$ cat src/rtl/minesweeper_pkg.sv
// ============================================================================
// minesweeper_pkg: board geometry, game-state encodings and cell indexing.
// Revision: 1.0
// ============================================================================
`default_nettype none

package minesweeper_pkg;

  localparam int BOARD_DIM = 8;
  localparam int NUM_CELLS = BOARD_DIM * BOARD_DIM;

  typedef enum logic [2:0] {
    ST_IDLE = 3'd0,
    ST_GEN  = 3'd1,
    ST_PLAY = 3'd2,
    ST_LOST = 3'd3,
    ST_WON  = 3'd4
  } game_state_t;

  // Flat cell index 8*x+y; with an 8x8 board this is just {x, y}.
  function automatic logic [5:0] idx(input logic [2:0] x, input logic [2:0] y);
    return {x, y};
  endfunction

endpackage

`default_nettype wire

$ cat src/rtl/mine_lfsr.sv
// ============================================================================
// mine_lfsr: free-running 16-bit Fibonacci LFSR (taps 16,14,13,11).
// Revision: 1.0
// ============================================================================
`default_nettype none

module mine_lfsr (
  input  logic        clk,
  input  logic        rst_n,
  input  logic [15:0] seed,
  output logic [15:0] lfsr_out
);

  logic [15:0] r_lfsr;
  logic        w_fb;

  assign w_fb = r_lfsr[15] ^ r_lfsr[13] ^ r_lfsr[12] ^ r_lfsr[10];

  always_ff @(posedge clk) begin
    if (!rst_n) begin
      r_lfsr <= seed;
    end else begin
      r_lfsr <= {r_lfsr[14:0], w_fb};
    end
  end

  assign lfsr_out = r_lfsr;

endmodule

`default_nettype wire

$ cat src/rtl/game_controller.sv
// ============================================================================
// game_controller: Minesweeper round sequencer - mine placement, win/loss
// detection and cursor neighbourhood mine count.  Revision: 1.0
// ============================================================================
`default_nettype none

module game_controller
  import minesweeper_pkg::*;
#(
  parameter int          NUM_MINES = 10,
  parameter logic [15:0] LFSR_SEED = 16'hACE1
) (
  input  logic                 clk,
  input  logic                 rst_n,
  input  logic                 btn_start,
  input  logic [NUM_CELLS-1:0] clicked_flat,
  input  logic [5:0]           num_clicked,
  input  logic [2:0]           cursor_X,
  input  logic [2:0]           cursor_Y,
  output logic                 load_new_map,
  output logic [NUM_CELLS-1:0] mine_flat,
  output logic [2:0]           game_state,
  output logic                 cursor_mine,
  output logic [3:0]           cursor_adj
);

  localparam logic [5:0] C_MINE_TARGET = 6'(NUM_MINES);
  localparam logic [5:0] C_WIN_CLICKS  = 6'(64 - NUM_MINES);
  localparam logic [2:0] C_EDGE        = 3'(BOARD_DIM - 1);

  game_state_t          r_state;
  game_state_t          w_state_nxt;
  logic [NUM_CELLS-1:0] r_mine_flat;
  logic [NUM_CELLS-1:0] w_mine_nxt;
  logic [5:0]           r_mine_cnt;
  logic [5:0]           w_cnt_nxt;
  logic                 r_load;
  logic [NUM_CELLS-1:0] r_clicked;
  logic [5:0]           r_num_clicked;
  logic                 r_cursor_mine;
  logic [3:0]           r_cursor_adj;
  logic [15:0]          w_lfsr;
  logic [5:0]           w_gen_idx;
  logic                 w_restart;
  logic                 w_unused_lfsr;

  mine_lfsr u_lfsr (
    .clk      (clk),
    .rst_n    (rst_n),
    .seed     (LFSR_SEED),
    .lfsr_out (w_lfsr)
  );

  assign w_gen_idx     = w_lfsr[5:0];
  assign w_unused_lfsr = ^w_lfsr[15:6];

  always_comb begin
    w_state_nxt = r_state;
    w_mine_nxt  = r_mine_flat;
    w_cnt_nxt   = r_mine_cnt;
    w_restart   = 1'b0;
    unique case (r_state)
      ST_IDLE: w_restart = btn_start;
      ST_GEN: begin
        // A position already holding a mine burns the cycle; no duplicates.
        if (!r_mine_flat[w_gen_idx]) begin
          w_mine_nxt[w_gen_idx] = 1'b1;
          w_cnt_nxt             = r_mine_cnt + 6'd1;
          if (w_cnt_nxt == C_MINE_TARGET) w_state_nxt = ST_PLAY;
        end
      end
      ST_PLAY: begin
        if (btn_start)                       w_restart   = 1'b1;
        else if (|(r_clicked & r_mine_flat)) w_state_nxt = ST_LOST;
        else if (r_num_clicked == C_WIN_CLICKS) w_state_nxt = ST_WON;
      end
      ST_LOST, ST_WON: w_restart = btn_start;
      default: w_state_nxt = ST_IDLE;
    endcase
    if (w_restart) begin
      w_state_nxt = ST_GEN;
      w_mine_nxt  = '0;
      w_cnt_nxt   = '0;
    end
  end

  always_ff @(posedge clk) begin
    if (!rst_n) begin
      r_state       <= ST_IDLE;
      r_mine_flat   <= '0;
      r_mine_cnt    <= '0;
      r_load        <= 1'b1;
      r_clicked     <= '0;
      r_num_clicked <= '0;
    end else begin
      r_state       <= w_state_nxt;
      r_mine_flat   <= w_mine_nxt;
      r_mine_cnt    <= w_cnt_nxt;
      r_load        <= (w_state_nxt == ST_IDLE) || (w_state_nxt == ST_GEN);
      r_clicked     <= clicked_flat;
      r_num_clicked <= num_clicked;
    end
  end

  // Neighbour lookup: off-board neighbours are gated to zero, never wrapped.
  logic       w_xlo, w_xhi, w_ylo, w_yhi;
  logic [2:0] w_xm, w_xp, w_ym, w_yp;
  logic [7:0] w_nb;
  logic [3:0] w_adj;

  assign w_xlo = (cursor_X != 3'd0);
  assign w_xhi = (cursor_X != C_EDGE);
  assign w_ylo = (cursor_Y != 3'd0);
  assign w_yhi = (cursor_Y != C_EDGE);
  assign w_xm  = cursor_X - 3'd1;
  assign w_xp  = cursor_X + 3'd1;
  assign w_ym  = cursor_Y - 3'd1;
  assign w_yp  = cursor_Y + 3'd1;

  assign w_nb[0] = w_xlo & w_ylo & r_mine_flat[idx(w_xm, w_ym)];
  assign w_nb[1] = w_xlo &         r_mine_flat[idx(w_xm, cursor_Y)];
  assign w_nb[2] = w_xlo & w_yhi & r_mine_flat[idx(w_xm, w_yp)];
  assign w_nb[3] =         w_ylo & r_mine_flat[idx(cursor_X, w_ym)];
  assign w_nb[4] =         w_yhi & r_mine_flat[idx(cursor_X, w_yp)];
  assign w_nb[5] = w_xhi & w_ylo & r_mine_flat[idx(w_xp, w_ym)];
  assign w_nb[6] = w_xhi &         r_mine_flat[idx(w_xp, cursor_Y)];
  assign w_nb[7] = w_xhi & w_yhi & r_mine_flat[idx(w_xp, w_yp)];

  assign w_adj = 4'(w_nb[0]) + 4'(w_nb[1]) + 4'(w_nb[2]) + 4'(w_nb[3])
               + 4'(w_nb[4]) + 4'(w_nb[5]) + 4'(w_nb[6]) + 4'(w_nb[7]);

  always_ff @(posedge clk) begin
    if (!rst_n) begin
      r_cursor_mine <= 1'b0;
      r_cursor_adj  <= '0;
    end else begin
      r_cursor_mine <= r_mine_flat[idx(cursor_X, cursor_Y)];
      r_cursor_adj  <= w_adj;
    end
  end

  assign load_new_map = r_load;
  assign mine_flat    = r_mine_flat;
  assign game_state   = r_state;
  assign cursor_mine  = r_cursor_mine;
  assign cursor_adj   = r_cursor_adj;

endmodule

`default_nettype wire

$ cat config.mk
export PLATFORM = sky130hd
export DESIGN_NAME = game_controller
export DESIGN_NICKNAME = d
export VERILOG_FILES = /design/src/rtl/minesweeper_pkg.sv /design/src/rtl/mine_lfsr.sv /design/src/rtl/game_controller.sv
export SDC_FILE = /design/constraint.sdc
export NUM_CORES = 1
export LEC_CHECK = 0
export CAP_MARGIN = 20
export CELL_PAD_IN_SITES_DETAIL_PLACEMENT = 0
export CELL_PAD_IN_SITES_GLOBAL_PLACEMENT = 1
export CORE_MARGIN = 3
export CORE_UTILIZATION = 35
export CTS_BUF_LIST = sky130_fd_sc_hd__clkbuf_8
export DETAILED_ROUTE_END_ITERATION = 12
export GPL_ROUTABILITY_DRIVEN = 0
export PLACE_DENSITY_LB_ADDON = 0.05
export SYNTH_ARGS = -nofsm -noshare
export SYNTH_HDL_FRONTEND = slang
export SYNTH_HIERARCHICAL = 1
export SYNTH_SLANG_ARGS = --single-unit
$ cat constraint.sdc
create_clock -name clk -period 6.3 [get_ports clk]
set_clock_uncertainty 0.05 [all_clocks]
set_input_delay 1.26 -clock clk [delete_from_list [all_inputs] [get_ports clk]]
set_output_delay 1.26 -clock clk [all_outputs]
set_load 0.02 [all_outputs]
==> metrics, run 1 <==
via count 7032; worst-path maximum fanout 7; First DRT Iteration DRCs 493; Root Driver clkbuf_8; DIE HEIGHT 159.3 microns; setup TNS 0 ps; Max clock buf depth 2; WL/cell 21.76 microns; total power 2.261 mW; ant diodes 0; Pre-antenna DRT Iters 6; DRC Markers 0; PD cells 215.0 nW/um^2; vias in the first global route 7006; IO Count 152; fin area 10520 sq um; Core Util, Final 46.02%; GR Util All Layers 21.84%; Vias/cell 5.464; largest area contributor in the netlist dfxtp_1; die extent in x 159.3 microns; CTS Hold Bufs 0; syn_area_per_cell 10.27 sq um; #FFs+latches synth 165; Layout area overhead 27.84%; first-pass GRT wire length 42990 microns; Slew HR 21.30%; Netlist cell types 61; DP Area 10090 sq um; # setup viols final 0; Least-Margin Pin Slew 1178 ps; Setup crit start kind input port; Crit Path Category input port to flop; Synthesis Warnings 6; Post-Synthesis Cells 801; Mapped Area 8225 sq um; clk slew on worst S/H paths 100 ps; Min Clock Period, post-route 6054 ps; post-DP HPWL 21140 microns; Synth area leaders dfxtp_1 40%, mux4_2 9.3%, and2_1 5.9%; CTS Sinks 165; Fin. Hold Viols 0; pre-CTS WS -400.7 ps; CTS tree built; total CTS buffers 17; setup ws final 245.8 ps; CP Data Arrival Time 6360 ps; Routed WL 28000 microns; Site Rows 55; fin cells 1287; worst hold margin 415.5 ps; LEAKAGE 3.981 nW; antenna-violating nets left 0; ys async rst share 0%; Initial Util 36.00%; Top FF cell, synth dfxtp_1; nets 1058; largest net degree at the start of global routing 68; RSZ-0062 raised after global routing false; EDFF count, synth 0; Die ar. 25380 sq um; Fmax 165.2 MHz; final slew viol count 0; GRT overflow 0; CP required 6610 ps; I/O Buffers 151; fraction of layout cells with a size suffix above 1 14.17%; class of the worst hold path flop to flop; Clk Latency, worst-skew pair 460 ps; period utilization 96.10%; Critical Path Sink Type flop; Max rail drop VDD 0.1132 mV; fillers 2209; post-synthesis sequential area ratio 40.16%; Core Area 22850 sq um; CTS H-tree lvls 4; top-area cell type share of the netlist area 40.16%; post-placement cell count 1252; status finished, final reports clean; initial antenna violation count 0; Max Cap Viol 0
## where the power goes
part,switching (mW),internal [mW],total [mW]
combinational,0.204,0.182,0.386
clock,0.428,0.323,0.751
sequential,0.0358,1.09,1.12
total,0.669,1.59,2.26
## area by class of cell
type,count,area [sq um],share of cell area (%)
Multi-Input combinational cell,582,4649,44.22
Sequential cell,165,3303,31.41
Timing Repair Buffer,179,1727,16.42
Tap cell,313,391.6,3.724
Clock buffer,17,234.0,2.225
Clock inverter,14,146.4,1.392
Inverter,17,63.81,0.6069
## sequential cells by signal, indices dropped and copies added, names as in the netlist
signal	count
r_clicked	64
u_lfsr/lfsr_out	16
mine_flat	64
cursor_mine	1
cursor_adj	4
load_new_map	1
game_state	3
r_mine_cnt	6
r_num_clicked	6
## Yosys cell counts, drive strengths merged (3+ instances only)
cell type,number
and3,7
fa,4
nand4,10
mux4,43
nor2b,12
o21ai,69
or3,5
nand3,14
nand2b,3
a21oi,8
mux2,33
inv,17
dfxtp,165
a22o,12
and2,78
a211oi,3
ha,13
nand2,96
a221oi,16
a32o,9
a31oi,4
xnor2,5
o211ai,3
or4,3
nor2,26
clkbuf,35
a22oi,19
mux2i,42
buf,16
## worst paths after layout
path,startpoint,endpoint,slack (ps),cells after the start
min reg2reg,u_lfsr/lfsr_out[7],u_lfsr/lfsr_out[8],420,1
max,cursor_Y[2],cursor_adj[2],250,17
max reg2reg,mine_flat[36],cursor_adj[2],1270,15
min,u_lfsr/lfsr_out[7],u_lfsr/lfsr_out[8],420,1
## critical path: stages
cell and delay, ps:
clkdlybuf4s50_1 590, xor2_4 220, buf_12 150, mux4_2 520
mux2i_1 160, inv_1 70, mux4_1 490, or3_4 390
fa_1 510, fa_1 540, inv_1 50, fa_1 540
ha_2 180, inv_1 50, fa_1 370, xnor2_1 130
and2_1 150
## cells in the final DEF, fill, tap and decap left out, types with 4 or more instances in the layout
cell type / Yosys / routed
dfxtp_1: 165 / 165
clkdlybuf4s50_1: 0 / 148
nand2_1: 96 / 96
and2_1: 78 / 77
o21ai_0: 66 / 66
mux2i_1: 42 / 42
mux4_2: 34 / 35
buf_4: 1 / 27
nor2_1: 26 / 26
mux2_2: 23 / 23
a22oi_1: 18 / 18
clkbuf_8: 0 / 17
a221oi_1: 16 / 16
conb_1: 2 / 16
inv_1: 16 / 15
nand3_1: 14 / 14
nor2b_1: 12 / 12
a22o_1: 12 / 12
ha_1: 13 / 11
nand4_1: 10 / 10
a32o_1: 9 / 9
mux4_1: 9 / 8
a21oi_1: 8 / 8
mux2_4: 8 / 8
and3_1: 7 / 7
xnor2_1: 5 / 5
or3_1: 5 / 4
a31oi_1: 4 / 4
fa_1: 4 / 4
inv_6: 0 / 4
## per-layer routing
metal | track usage [%] | up-vias | share of wire [%] | wire, microns
li1 | - | 3237 | - | -
met4 | 7.680 | 0 | 3.1 | 857
met3 | 4.865 | 38 | 5.5 | 1535
met2 | 35.50 | 240 | 47 | 13300
met5 | 0 | - | 0 | 0
met1 | 28.75 | 3517 | 44 | 12310
## cells by family after synthesis
logic type | Yosys count | synth area share, %
compound gates | 161 | 13.33
xor+xnor | 7 | 0.9736
fa+ha+maj | 17 | 2.951
buf+inv | 68 | 4.168
flops | 165 | 40.16
mux | 118 | 22.18
other cells | 2 | 0.09130
simple gates | 263 | 16.15
## timing repair
action / in CTS / in global routing
endpoints found under the setup margin: 0 / 2
gates resized for setup: 0 / 4
buffers inserted: 0 / 4
Power figures use the tool's default switching activity.
==> run 2, diff against run 1 <==
==> constraint.sdc (replaced) <==
create_clock -name clk -period 6.6 [get_ports clk]
set_clock_uncertainty 0.05 [all_clocks]
set_input_delay 1.32 -clock clk [delete_from_list [all_inputs] [get_ports clk]]
set_output_delay 1.32 -clock clk [all_outputs]
set_load 0.02 [all_outputs]
==> run 2 against run 1 <==
Net effect:
- sequential power is 4% lower
- die area unchanged
- sequential share of layout area up 0.18 points
- final area shrank 0.56%
- non-clock buffer count is 11 lower
- routed wire length up 1.0%
- register-to-register slack better by 230 ps
- clock power up 2%
- hold slack got worse by 2.3 ps
- clock-buffer cell count up 1
- setup slack better by 23 ps
- power is 3.0% lower
==> metrics, run 2 (same netlist as run 1, synthesis figures left out) <==
status finished, final reports clean; ant diodes 0 (unchanged); clk slew on worst S/H paths 100 ps (about the same); fraction of layout cells with a size suffix above 1 12.66% (-1.5 points); NetSw 630.9 uW (-5.6%); CP Data Arrival Time 6640 ps (+280 ps); Initial Util 36.00% (unchanged); total CTS buffers 17 (unchanged); Max rail drop VDD 0.1067 mV (-5.8%); Min Clock Period, post-route 6331 ps; DRC Markers 0 (unchanged); CP required 6910 ps (+300 ps); # setup viols final 0 (unchanged); first-pass GRT wire length 42650 microns (-0.80%); Fmax 157.9 MHz; Clock Power Share 35.0% (+1.8 points); total internal power 1.563 mW (-1.8%); Layout area overhead 27.12%; period utilization 95.93%; PD cells 209.9 nW/um^2 (-2.4%); Slew HR 33.95% (+13 points); commonest non-fill, non-tap cell in the layout dfxtp_1; Critical Path Sink Type flop; vias in the first global route 6845 (-2.3%); total power 2.194 mW (-3.0%); via count 6958 (-1.1%); Vias/cell 5.449 (-0.28%); RSZ-0062 raised after global routing false; Switching Share 28.75% (-0.82 points); Sequential Power Share 49.0% (-0.7 points); initial antenna violation count 0 (unchanged); Clk Latency, worst-skew pair 460 ps (about the same); commonest cells after routing, fill and taps aside 165 x dfxtp_1, 149 x clkdlybuf4s50_1, 96 x nand2_1; Fin. Hold Viols 0 (unchanged); antenna-violating nets left 0 (unchanged); CTS tree built; Core Area 22850 sq um (unchanged); nets 1047 (-1.0%); combinational power share 16.1% (-1.0 points); CTS Hold Bufs 0 (unchanged); GRT overflow 0 (unchanged); First DRT Iteration DRCs 577 (+17%); fin area 10460 sq um (-0.56%); DP Area 10050 sq um (-0.48%); GR Util All Layers 21.99% (+0.15 points); Setup crit start kind input port; die extent in x 159.3 microns (unchanged); Root Driver clkbuf_8; largest net degree at the start of global routing 63 (-7.4%); final slew viol count 0 (unchanged); I/O Buffers 151 (unchanged); class of the worst hold path flop to flop; Resized Gates After CTS 0 (unchanged); Max Cap Viol 0 (unchanged); Max clock buf depth 2 (unchanged); post-DP HPWL 21090 microns (-0.21%); worst-path maximum fanout 9 (+2); CTS H-tree lvls 4 (unchanged); Setup Buffers After CTS 0 (unchanged); Die ar. 25380 sq um (unchanged); Pre-antenna DRT Iters 5 (-1); LEAKAGE 3.941 nW (-1.0%); WL/cell 22.14 microns (+1.8%); Least-Margin Pin Slew 988.7 ps (-189.3 ps); IO Count 152 (unchanged); DIE HEIGHT 159.3 microns (unchanged); Routed WL 28280 microns (+1.0%); Site Rows 55 (unchanged); fin cells 1277 (-0.78%); post-placement cell count 1245 (-0.56%); Crit Path Category input port to flop; CTS Sinks 165 (unchanged)
run 2: metal layers:
| metal | up-vias | GRT usage (%) | routed length (microns) |
|---|---|---|---|
| met5 | - | 0 | 0 |
| met1 | 3426 | 28.57 | 12030 |
| met2 | 264 | 36.05 | 13700 |
| met4 | 0 | 9.670 | 1010 |
| met3 | 48 | 3.850 | 1535 |
| li1 | 3220 | - | - |
run 2: area by class of cell:
| type | instances | area (sq um) |
|---|---|---|
| multi-input combinational | 582 | 4633 |
| sequential | 165 | 3303 |
| clock inverter | 14 | 162.7 |
| inverter | 17 | 63.81 |
| fill | 2211 | 12390 |
| timing repair buffer | 168 | 1654 |
| clock buffer | 18 | 247.7 |
| tap | 313 | 391.6 |
run 2: worst paths after layout:
kind	cells past startpoint	start	slack, ps	to
max	19	cursor_Y[1]	270	cursor_adj[2]
min	1	u_lfsr/lfsr_out[7]	410	u_lfsr/lfsr_out[8]
min reg2reg	1	u_lfsr/lfsr_out[7]	410	u_lfsr/lfsr_out[8]
max reg2reg	15	mine_flat[42]	1500	cursor_adj[2]
run 2: worst max-delay path, stage by stage:
cell             delay, ps
clkdlybuf4s50_1        480
inv_1                   60
ha_1                   230
xor2_4                 180
buf_12                 160
mux4_1                 590
mux2i_1                150
inv_1                   60
mux4_1                 460
or3_1                  390
fa_1                   520
fa_1                   550
inv_1                   60
fa_1                   540
ha_1                   170
inv_1                   60
fa_1                   380
xnor2_1                130
and2_1                 150
run 2: power groups by stage:
| stage | Clock (mW) | Combinational [mW] | Sequential (mW) |
|---|---|---|---|
| 5_1_grt | 0.827 | 0.385 | 1.08 |
| 2_1_floorplan | 0 | 0.232 | 1.08 |
| 3_5_place_dp | 0 | 0.352 | 1.10 |
| 3_3_place_gp | 0 | 0.349 | 1.10 |
| 6_report | 0.768 | 0.352 | 1.07 |
| 4_1_cts | 0.789 | 0.354 | 1.07 |
run 2: metrics by stage:
stage | setup TNS (ps) | util (%) | hold WS [ps] | setup slack [ps]
after detailed placement | -305.6 | 43.97 | 396.3 | -221.5
after CTS | 0 | 45.77 | 417.4 | 277.8
after global routing | 0 | 45.77 | 435.2 | 60.17
final | 0 | 45.77 | 413.3 | 268.9
after floorplan | 0 | - | 382.8 | 29.99
after global placement | -212.6 | 43.97 | 388.6 | -169.0
==> run 3, diff against run 2 <==
--- a/config.mk
+++ b/config.mk
@@ -14,6 +14,7 @@
 export DETAILED_ROUTE_END_ITERATION = 12
 export GPL_ROUTABILITY_DRIVEN = 0
 export PLACE_DENSITY_LB_ADDON = 0.05
+export SKIP_CTS_REPAIR_TIMING = 1
 export SYNTH_ARGS = -nofsm -noshare
 export SYNTH_HDL_FRONTEND = slang
 export SYNTH_HIERARCHICAL = 1
==> results of run 3 <==
No change in the layout: final DEF, timing and power equal those of run 2.
